<file path="config.mk">
export PLATFORM = sky130hd
export DESIGN_NAME = if_prefetch_stage
export DESIGN_NICKNAME = d
export VERILOG_FILES = /design/src/rtl/if_prefetch_stage.sv
export SDC_FILE = /design/constraint.sdc
export NUM_CORES = 1
export LEC_CHECK = 0
export CAP_MARGIN = 30
export CELL_PAD_IN_SITES_DETAIL_PLACEMENT = 1
export CELL_PAD_IN_SITES_GLOBAL_PLACEMENT = 2
export CORE_ASPECT_RATIO = 1.75
export CORE_UTILIZATION = 29
export CTS_CLUSTER_DIAMETER = 80
export DETAILED_ROUTE_END_ITERATION = 6
export PLACE_DENSITY_LB_ADDON = 0.1
export SYNTH_ARGS = -nofsm -noshare
export SYNTH_HDL_FRONTEND = slang
export SYNTH_SLANG_ARGS = --single-unit
</file>
<file path="constraint.sdc">
create_clock -name clk -period 5.1 [get_ports clk]
set_clock_uncertainty 0.15 [all_clocks]
set_input_delay 0.51 -clock clk [delete_from_list [all_inputs] [get_ports clk]]
set_output_delay 0.51 -clock clk [all_outputs]
set_load 0.005 [all_outputs]
</file>
<file path="src/rtl/if_prefetch_stage.sv">
// if_prefetch_stage
// Prefetching instruction-fetch stage. It keeps up to MAX_OUTST line requests
// in flight on an SRAM-like bus (addr_ok/data_ok), buffers returned 64-bit
// lines in a FIFO_DEPTH-entry line FIFO and hands one 32-bit instruction per
// cycle to ID. A redirect flushes the FIFO and drops responses that are still
// in flight for the old stream.
//
// Ports
//   clk, rst_n           clock, asynchronous active-low reset
//   redirect_valid/pc    flush and restart fetch at redirect_pc
//   id_ready             ID accepts inst this cycle
//   if_req_valid/op      fetch request (op is always read)
//   inst_addr            line-aligned fetch address
//   inst_addr_ok         request accepted this cycle
//   inst_data_ok/data    line returned this cycle, in request order
//   inst/inst_pc/valid   instruction presented to ID
//   stall_req            no instruction available while running
//
// Optional build macro
//   IF_BYPASS_EN  a kept response arriving at an empty FIFO drives inst in
//                 the same cycle; a line fully consumed that cycle is not
//                 written to the FIFO.
module if_prefetch_stage #(
  parameter int unsigned       ADDR_W     = 64,
  parameter int unsigned       LINE_W     = 64,
  parameter int unsigned       FIFO_DEPTH = 4,
  parameter int unsigned       MAX_OUTST  = 2,
  parameter logic [ADDR_W-1:0] PC_START   = ADDR_W'(64'h8000_0000)
) (
  input  logic              clk,
  input  logic              rst_n,
  input  logic              redirect_valid,
  input  logic [ADDR_W-1:0] redirect_pc,
  input  logic              id_ready,
  output logic              if_req_valid,
  output logic              if_req_op,
  output logic [ADDR_W-1:0] inst_addr,
  input  logic              inst_addr_ok,
  input  logic              inst_data_ok,
  input  logic [LINE_W-1:0] inst_data,
  output logic [31:0]       inst,
  output logic [ADDR_W-1:0] inst_pc,
  output logic              inst_valid,
  output logic              stall_req
);

  localparam int unsigned PTR_W = (FIFO_DEPTH > 1) ? $clog2(FIFO_DEPTH) : 1;
  localparam int unsigned CNT_W = $clog2(FIFO_DEPTH + 1);
  localparam int unsigned OUT_W = $clog2(MAX_OUTST + 1);
  localparam int unsigned SUM_W = CNT_W + 1;
  localparam int unsigned TAG_W = ADDR_W - 3;

  typedef enum logic [1:0] {
    RESET_WAIT = 2'd0,
    RUN        = 2'd1,
    DRAIN      = 2'd2
  } state_t;

  state_t             state_q, state_d;
  logic [ADDR_W-1:0]  fpc_q, fpc_d;
  logic [TAG_W-1:0]   ret_q, ret_d;
  logic               rd_slot_q, rd_slot_d;
  logic [PTR_W-1:0]   wr_ptr_q, wr_ptr_d;
  logic [PTR_W-1:0]   rd_ptr_q, rd_ptr_d;
  logic [CNT_W-1:0]   count_q, count_d;
  logic [OUT_W-1:0]   outst_q, outst_d;
  logic [OUT_W-1:0]   drop_q, drop_d;

  logic [LINE_W-1:0]  fifo_line [FIFO_DEPTH];
  logic [TAG_W-1:0]   fifo_tag  [FIFO_DEPTH];

  logic               run;
  logic               redir;
  logic               empty;
  logic               keep;
  logic               byp;
  logic               have;
  logic               fire;
  logic               push;
  logic               pop;
  logic               addr_hs;
  logic [SUM_W-1:0]   inflight;
  logic [LINE_W-1:0]  cur_line;
  logic [TAG_W-1:0]   cur_tag;

  // Address bits [1:0] of a redirect target are zero by contract.
  logic               unused_redirect_lsb;
  assign unused_redirect_lsb = ^redirect_pc[1:0];

  assign if_req_op = 1'b0;
  assign inst_addr = fpc_q;

  // Next-state, datapath control and presented outputs.
  always_comb begin
    state_d      = state_q;
    fpc_d        = fpc_q;
    ret_d        = ret_q;
    rd_slot_d    = rd_slot_q;
    wr_ptr_d     = wr_ptr_q;
    rd_ptr_d     = rd_ptr_q;
    count_d      = count_q;
    outst_d      = outst_q;
    drop_d       = drop_q;
    push         = 1'b0;
    pop          = 1'b0;
    fire         = 1'b0;
    inst         = 32'd0;
    inst_pc      = '0;

    run          = (state_q != RESET_WAIT);
    redir        = redirect_valid & run;
    empty        = (count_q == '0);
    keep         = inst_data_ok & ~redir & (drop_q == '0);

    // Lines already buffered plus kept responses still in flight must fit,
    // so inst_data_ok never needs back-pressure.
    inflight     = SUM_W'(count_q) + SUM_W'(outst_q) - SUM_W'(drop_q);
    if_req_valid = run & ~redirect_valid
                 & (outst_q < OUT_W'(MAX_OUTST))
                 & (inflight < SUM_W'(FIFO_DEPTH));
    addr_hs      = if_req_valid & inst_addr_ok;

`ifdef IF_BYPASS_EN
    byp          = empty & keep;
`else
    byp          = 1'b0;
`endif

    have         = ~empty | byp;
    cur_line     = byp ? inst_data : fifo_line[rd_ptr_q];
    cur_tag      = byp ? ret_q     : fifo_tag[rd_ptr_q];
    inst_valid   = have & ~redirect_valid;
    if (have) begin
      inst    = rd_slot_q ? cur_line[32 +: 32] : cur_line[0 +: 32];
      inst_pc = {cur_tag, rd_slot_q, 2'b00};
    end
    stall_req    = run & ~inst_valid;

    // Slot 0 -> slot 1 stays on the same line; slot 1 retires the line.
    fire         = inst_valid & id_ready;
    if (fire) begin
      rd_slot_d = ~rd_slot_q;
    end
    pop          = fire & rd_slot_q & ~byp;
    push         = keep & ~(byp & fire & rd_slot_q);

    if (keep) begin
      ret_d = ret_q + TAG_W'(1);
    end
    if (addr_hs) begin
      fpc_d = fpc_q + ADDR_W'(8);
    end
    outst_d = outst_q + OUT_W'(addr_hs) - OUT_W'(inst_data_ok);
    if (inst_data_ok && (drop_q != '0)) begin
      drop_d = drop_q - OUT_W'(1);
    end

    if (push) begin
      wr_ptr_d = wr_ptr_q + PTR_W'(1);
    end
    if (pop) begin
      rd_ptr_d = rd_ptr_q + PTR_W'(1);
    end
    count_d = count_q + CNT_W'(push) - CNT_W'(pop);

    // Redirect wins over everything: every response still owed by the bus
    // after this cycle belongs to the old stream.
    if (redir) begin
      fpc_d     = {redirect_pc[ADDR_W-1:3], 3'b000};
      ret_d     = redirect_pc[ADDR_W-1:3];
      rd_slot_d = redirect_pc[2];
      wr_ptr_d  = '0;
      rd_ptr_d  = '0;
      count_d   = '0;
      drop_d    = outst_q + OUT_W'(addr_hs) - OUT_W'(inst_data_ok);
    end

    unique case (state_q)
      RESET_WAIT: state_d = RUN;
      RUN, DRAIN: state_d = (drop_d != '0) ? DRAIN : RUN;
      default:    state_d = RESET_WAIT;
    endcase
  end

  // FSM state register.
  always_ff @(posedge clk or negedge rst_n) begin
    if (!rst_n) begin
      state_q <= RESET_WAIT;
    end else begin
      state_q <= state_d;
    end
  end

  // Fetch pointers, counters and FIFO bookkeeping.
  always_ff @(posedge clk or negedge rst_n) begin
    if (!rst_n) begin
      fpc_q     <= {PC_START[ADDR_W-1:3], 3'b000};
      ret_q     <= PC_START[ADDR_W-1:3];
      rd_slot_q <= PC_START[2];
      wr_ptr_q  <= '0;
      rd_ptr_q  <= '0;
      count_q   <= '0;
      outst_q   <= '0;
      drop_q    <= '0;
    end else begin
      fpc_q     <= fpc_d;
      ret_q     <= ret_d;
      rd_slot_q <= rd_slot_d;
      wr_ptr_q  <= wr_ptr_d;
      rd_ptr_q  <= rd_ptr_d;
      count_q   <= count_d;
      outst_q   <= outst_d;
      drop_q    <= drop_d;
    end
  end

  // Line storage: returned line plus the line address it was fetched from.
  always_ff @(posedge clk or negedge rst_n) begin
    if (!rst_n) begin
      for (int i = 0; i < int'(FIFO_DEPTH); i++) begin
        fifo_line[i] <= '0;
        fifo_tag[i]  <= '0;
      end
    end else if (push) begin
      fifo_line[wr_ptr_q] <= inst_data;
      fifo_tag[wr_ptr_q]  <= ret_q;
    end
  end

  // A response with nothing outstanding is a bus protocol error.
  bus_no_orphan_resp: assert property (@(posedge clk) disable iff (!rst_n)
    !(inst_data_ok && (outst_q == '0)));

endmodule

</file>
==> run_summary.xml <==
<?xml version="1.0" encoding="UTF-8"?>
<metrics>
  <group name="grt">
    <metric name="grt_start_max_net_pins" unit="">131</metric>
    <metric name="antenna_violations_before_repair" unit="">2</metric>
    <metric name="grt_total_usage" unit="%">17.9</metric>
    <metric name="grt_pass1_vias" unit="">22400</metric>
    <metric name="overflow" unit="">0</metric>
    <metric name="global_route_wire_length_before_repair" unit="um">142000</metric>
  </group>
  <group name="drt">
    <metric name="length_of_the_first_detailed_routing_pass_in_iterations" unit="">4</metric>
    <metric name="route.detailed.drc" unit="">0</metric>
    <metric name="per_cell_routed_wire_length" unit="um">23.4</metric>
    <metric name="detailroute.via_count" unit="">19400</metric>
    <metric name="route.antenna.remaining_nets" unit="">0</metric>
    <metric name="drtIter0Drc" unit="">567</metric>
    <metric name="routed_wirelength" unit="um">91100</metric>
    <metric name="post_drt_via_cell_ratio" unit="">4.97</metric>
  </group>
  <group name="yosys">
    <metric name="synth_top_area_share" unit="%">52.8</metric>
    <metric name="yosys_most_used_dff" unit="">sky130_fd_sc_hd__dfrtp_1</metric>
    <metric name="synth-seq-area-share" unit="%">53.0</metric>
    <metric name="netlist_top_cells_area" unit="">sky130_fd_sc_hd__dfrtp_1, sky130_fd_sc_hd__mux2_2, sky130_fd_sc_hd__mux4_2</metric>
    <metric name="post_synth_instance_area" unit="mm^2">0.0300</metric>
    <metric name="synthesis.area_per_instance" unit="um^2">13.3</metric>
    <metric name="synth.largest_area_cell" unit="">sky130_fd_sc_hd__dfrtp_1</metric>
    <metric name="synthesis.yosys.warnings" unit="">0</metric>
    <metric name="ys_types" unit="">52</metric>
    <metric name="ys_ff_latch" unit="">636</metric>
    <metric name="syn_inst" unit="">2264</metric>
    <metric name="synth_edf_count" unit="">0</metric>
    <metric name="synth-async-reset-ratio" unit="%">100</metric>
  </group>
  <group name="sta">
    <metric name="setup_viol_count_final" unit="">0</metric>
    <metric name="final-max-slew-violation-count" unit="">0</metric>
    <metric name="max_freq" unit="MHz">231</metric>
    <metric name="final_period_utilization" unit="%">84.7</metric>
    <metric name="finalHoldViolations" unit="">0</metric>
    <metric name="final.setup.tns" unit="ns">0</metric>
    <metric name="grt_setup_unrepaired" unit="">false</metric>
    <metric name="worst_slew_pin_slew" unit="ns">0.965</metric>
    <metric name="fin_hold_ws" unit="ns">0.331</metric>
    <metric name="timing.final.crit_period" unit="ns">4.32</metric>
    <metric name="max-slew-margin-rel" unit="%">35.7</metric>
  </group>
  <group name="critical_path">
    <metric name="required" unit="ns">4.44</metric>
    <metric name="crit_type" unit="">flop to output port</metric>
    <metric name="worstPathMaxFanout" unit="">7</metric>
    <metric name="crit_path_cell_trace" unit="">inv_1 -&gt; fa_1 -&gt; inv_1 -&gt; ha_1 -&gt; and3b_1 -&gt; nor4_4 -&gt; nor2_1 -&gt; nor4_1 -&gt; clkdlybuf4s50_1</metric>
    <metric name="reg2regPathDepth" unit="">18</metric>
    <metric name="critical_path_depth" unit="">9</metric>
    <metric name="crit_start" unit="">count_q[1]</metric>
    <metric name="path_delay_family" unit="">simple AND/OR/NAND/NOR gates</metric>
    <metric name="slowest_stage" unit="">sky130_fd_sc_hd__clkdlybuf4s50_1</metric>
    <metric name="timing.critical_path.arrival" unit="ns">3.66</metric>
    <metric name="worst_setup_path_end_kind" unit="">output port</metric>
    <metric name="critical_path.max_stage_delay" unit="ns">0.60</metric>
    <metric name="cp_num_buf_inv" unit="">3</metric>
    <metric name="crit-reg2reg-launch" unit="">count_q[1]</metric>
    <metric name="worst-r2r-setup-slack" unit="ns">0.96</metric>
    <metric name="setup.worst_path.start_class" unit="">flop</metric>
    <metric name="path_common_cell" unit="">sky130_fd_sc_hd__inv_1</metric>
  </group>
  <group name="finish">
    <metric name="n_fill_cell" unit="">10700</metric>
    <metric name="final_nets" unit="">2659</metric>
    <metric name="most_frequent_cells_in_the_layout" unit="">sky130_fd_sc_hd__dfrtp_1, sky130_fd_sc_hd__mux2_2, sky130_fd_sc_hd__clkdlybuf4s50_1</metric>
    <metric name="drive_above_1_share" unit="%">31.2</metric>
    <metric name="layout_commonest_cell" unit="">sky130_fd_sc_hd__dfrtp_1</metric>
    <metric name="antennaDiodeCount" unit="">0</metric>
    <metric name="area_delta_synth_final" unit="%">23.3</metric>
    <metric name="post-route-cell-area" unit="mm^2">0.0370</metric>
  </group>
  <group name="floorplan">
    <metric name="dieArea" unit="mm^2">0.105</metric>
    <metric name="core_region_area" unit="mm^2">0.102</metric>
    <metric name="io_pins" unit="">298</metric>
    <metric name="floorplan.initialDensity" unit="%">29.4</metric>
    <metric name="core.rowCount" unit="">155</metric>
    <metric name="die_h" unit="um">428</metric>
    <metric name="width_of_the_chip" unit="um">245</metric>
  </group>
  <group name="power">
    <metric name="peakVddDrop" unit="V">0.000279</metric>
    <metric name="p_leak" unit="uW">0.0155</metric>
    <metric name="p_total" unit="uW">22900</metric>
    <metric name="ratio_of_total_power_to_cell_area" unit="mW/mm^2">619</metric>
  </group>
  <group name="place">
    <metric name="place_congestion" unit="">0.781</metric>
    <metric name="port_buffers" unit="">289</metric>
    <metric name="place_hpwl" unit="um">59700</metric>
    <metric name="place_area" unit="mm^2">0.0345</metric>
  </group>
  <group name="clock_network">
    <metric name="cts_resized" unit="">0</metric>
    <metric name="clock_tree.htree_level_count" unit="">3</metric>
    <metric name="tritoncts" unit="">yes</metric>
    <metric name="count_of_clock_tree_sinks" unit="">636</metric>
    <metric name="worstSkewPairLatency" unit="ns">0.64</metric>
    <metric name="cts_root_buf" unit="">sky130_fd_sc_hd__clkbuf_16</metric>
    <metric name="clk_pin_slew" unit="ns">0.06</metric>
    <metric name="tritoncts.num_buffers" unit="">71</metric>
    <metric name="ctsLongestPathBuffers" unit="">3</metric>
  </group>
  <group name="job">
    <metric name="timing.max_cap.violations" unit="">0</metric>
  </group>
  <group name="hold_path">
    <metric name="hold_depth" unit="">2</metric>
    <metric name="timing.hold.worst.class" unit="">flop to flop</metric>
    <metric name="worst_hold_startpoint" unit="">fifo_tag[224]</metric>
  </group>
  <group name="status">
    <metric name="status" unit="">completed</metric>
  </group>
</metrics>
-- sequential cells by signal, indices dropped and copies added, names as in the netlist --
name and flops:
fifo_line 256, fifo_tag 244, inst_addr 61, ret_q 61, count_q 3, drop_q 2, outst_q 2, rd_ptr_q 2
state_q 2, wr_ptr_q 2, rd_slot_q 1
-- power by group --
group          leakage (uW)  switching (uW)  internal, uW
registers           0.00804            1840          7070
clock network       0.00124            2260          3320
logic               0.00626            3580          4850
total                0.0155            7670         15200
-- routing by layer --
layer  vias up  wire length (um)  track usage [%]
met5         -                28                0
met4         4              2710             6.30
met3       120              3860             3.15
li1       8631                 -                -
met1     10200             37700             21.6
met2       386             46800             31.6
-- cell families (layout without fill, tap and decap cells) --
kind of cell               count (synthesis)  count (layout)  synth area share, %
buffers and inverters                    190             484                 2.62
and+or+nand+nor                          503             503                 8.72
adders and majority gates                 18              18                0.800
muxes                                    638             638                 28.5
DFF                                      636             636                 53.0
other                                      1               6               0.0125
xor gates and xnor gates                 116             116                 3.38
AOI/OAI and AO/OA                        162             162                 2.98
-- worst paths after layout --
path,end
worst max-delay path,if_req_valid
min in group asynchronous,fifo_line[250]
worst min register to register,fifo_tag[224]
worst min-delay path,fifo_tag[224]
worst max register to register,state_q[0]
max in group asynchronous,fifo_tag[233]
-- metrics by stage --
step                instances  util, %  worst slack (ns)
floorplan                2269        -              1.29
global placement         3766     33.7             0.934
detailed placement       3767     33.7             0.873
CTS                      3897     36.2             0.696
global route             3897     36.2             0.582
finish                   3897     36.2             0.780
-- what timing repair did --
action / in CTS / in global routing
endpoints found under the hold margin: 100 / 0
hold buffers: 1 / 0
buffers inserted: 0 / 0
-- cell usage after synthesis, drive strengths merged (30+ instances only) --
| cell type | count |
|---|---|
| dfrtp | 634 |
| mux2 | 480 |
| nor2 | 138 |
| mux4 | 125 |
| a21oi | 105 |
| clkbuf | 100 |
| nand2 | 94 |
| xnor2 | 75 |
| nor2b | 64 |
| buf | 62 |
| nand3 | 51 |
| nand4 | 46 |
| xor2 | 41 |
| mux2i | 33 |
| nor3 | 32 |
| o21ai | 30 |
-- final cells by class --
type,instances,area (um^2),share of cell area [%]
inverter,28,105,0.284
tap,1334,1670,4.51
timing repair buffer,327,3400,9.18
sequential,636,15900,43.0
clock inverter,38,538,1.45
clock buffer,91,2000,5.41
multi-input combinational,1443,13400,36.2
-- tightest hold or removal path: stages (launching register included) --
cell and delay [ns]:
sky130_fd_sc_hd__dfrtp_1 0.34, sky130_fd_sc_hd__nand2_1 0.05, sky130_fd_sc_hd__o21ai_0 0.06
(Power assumes the default switching activity.)
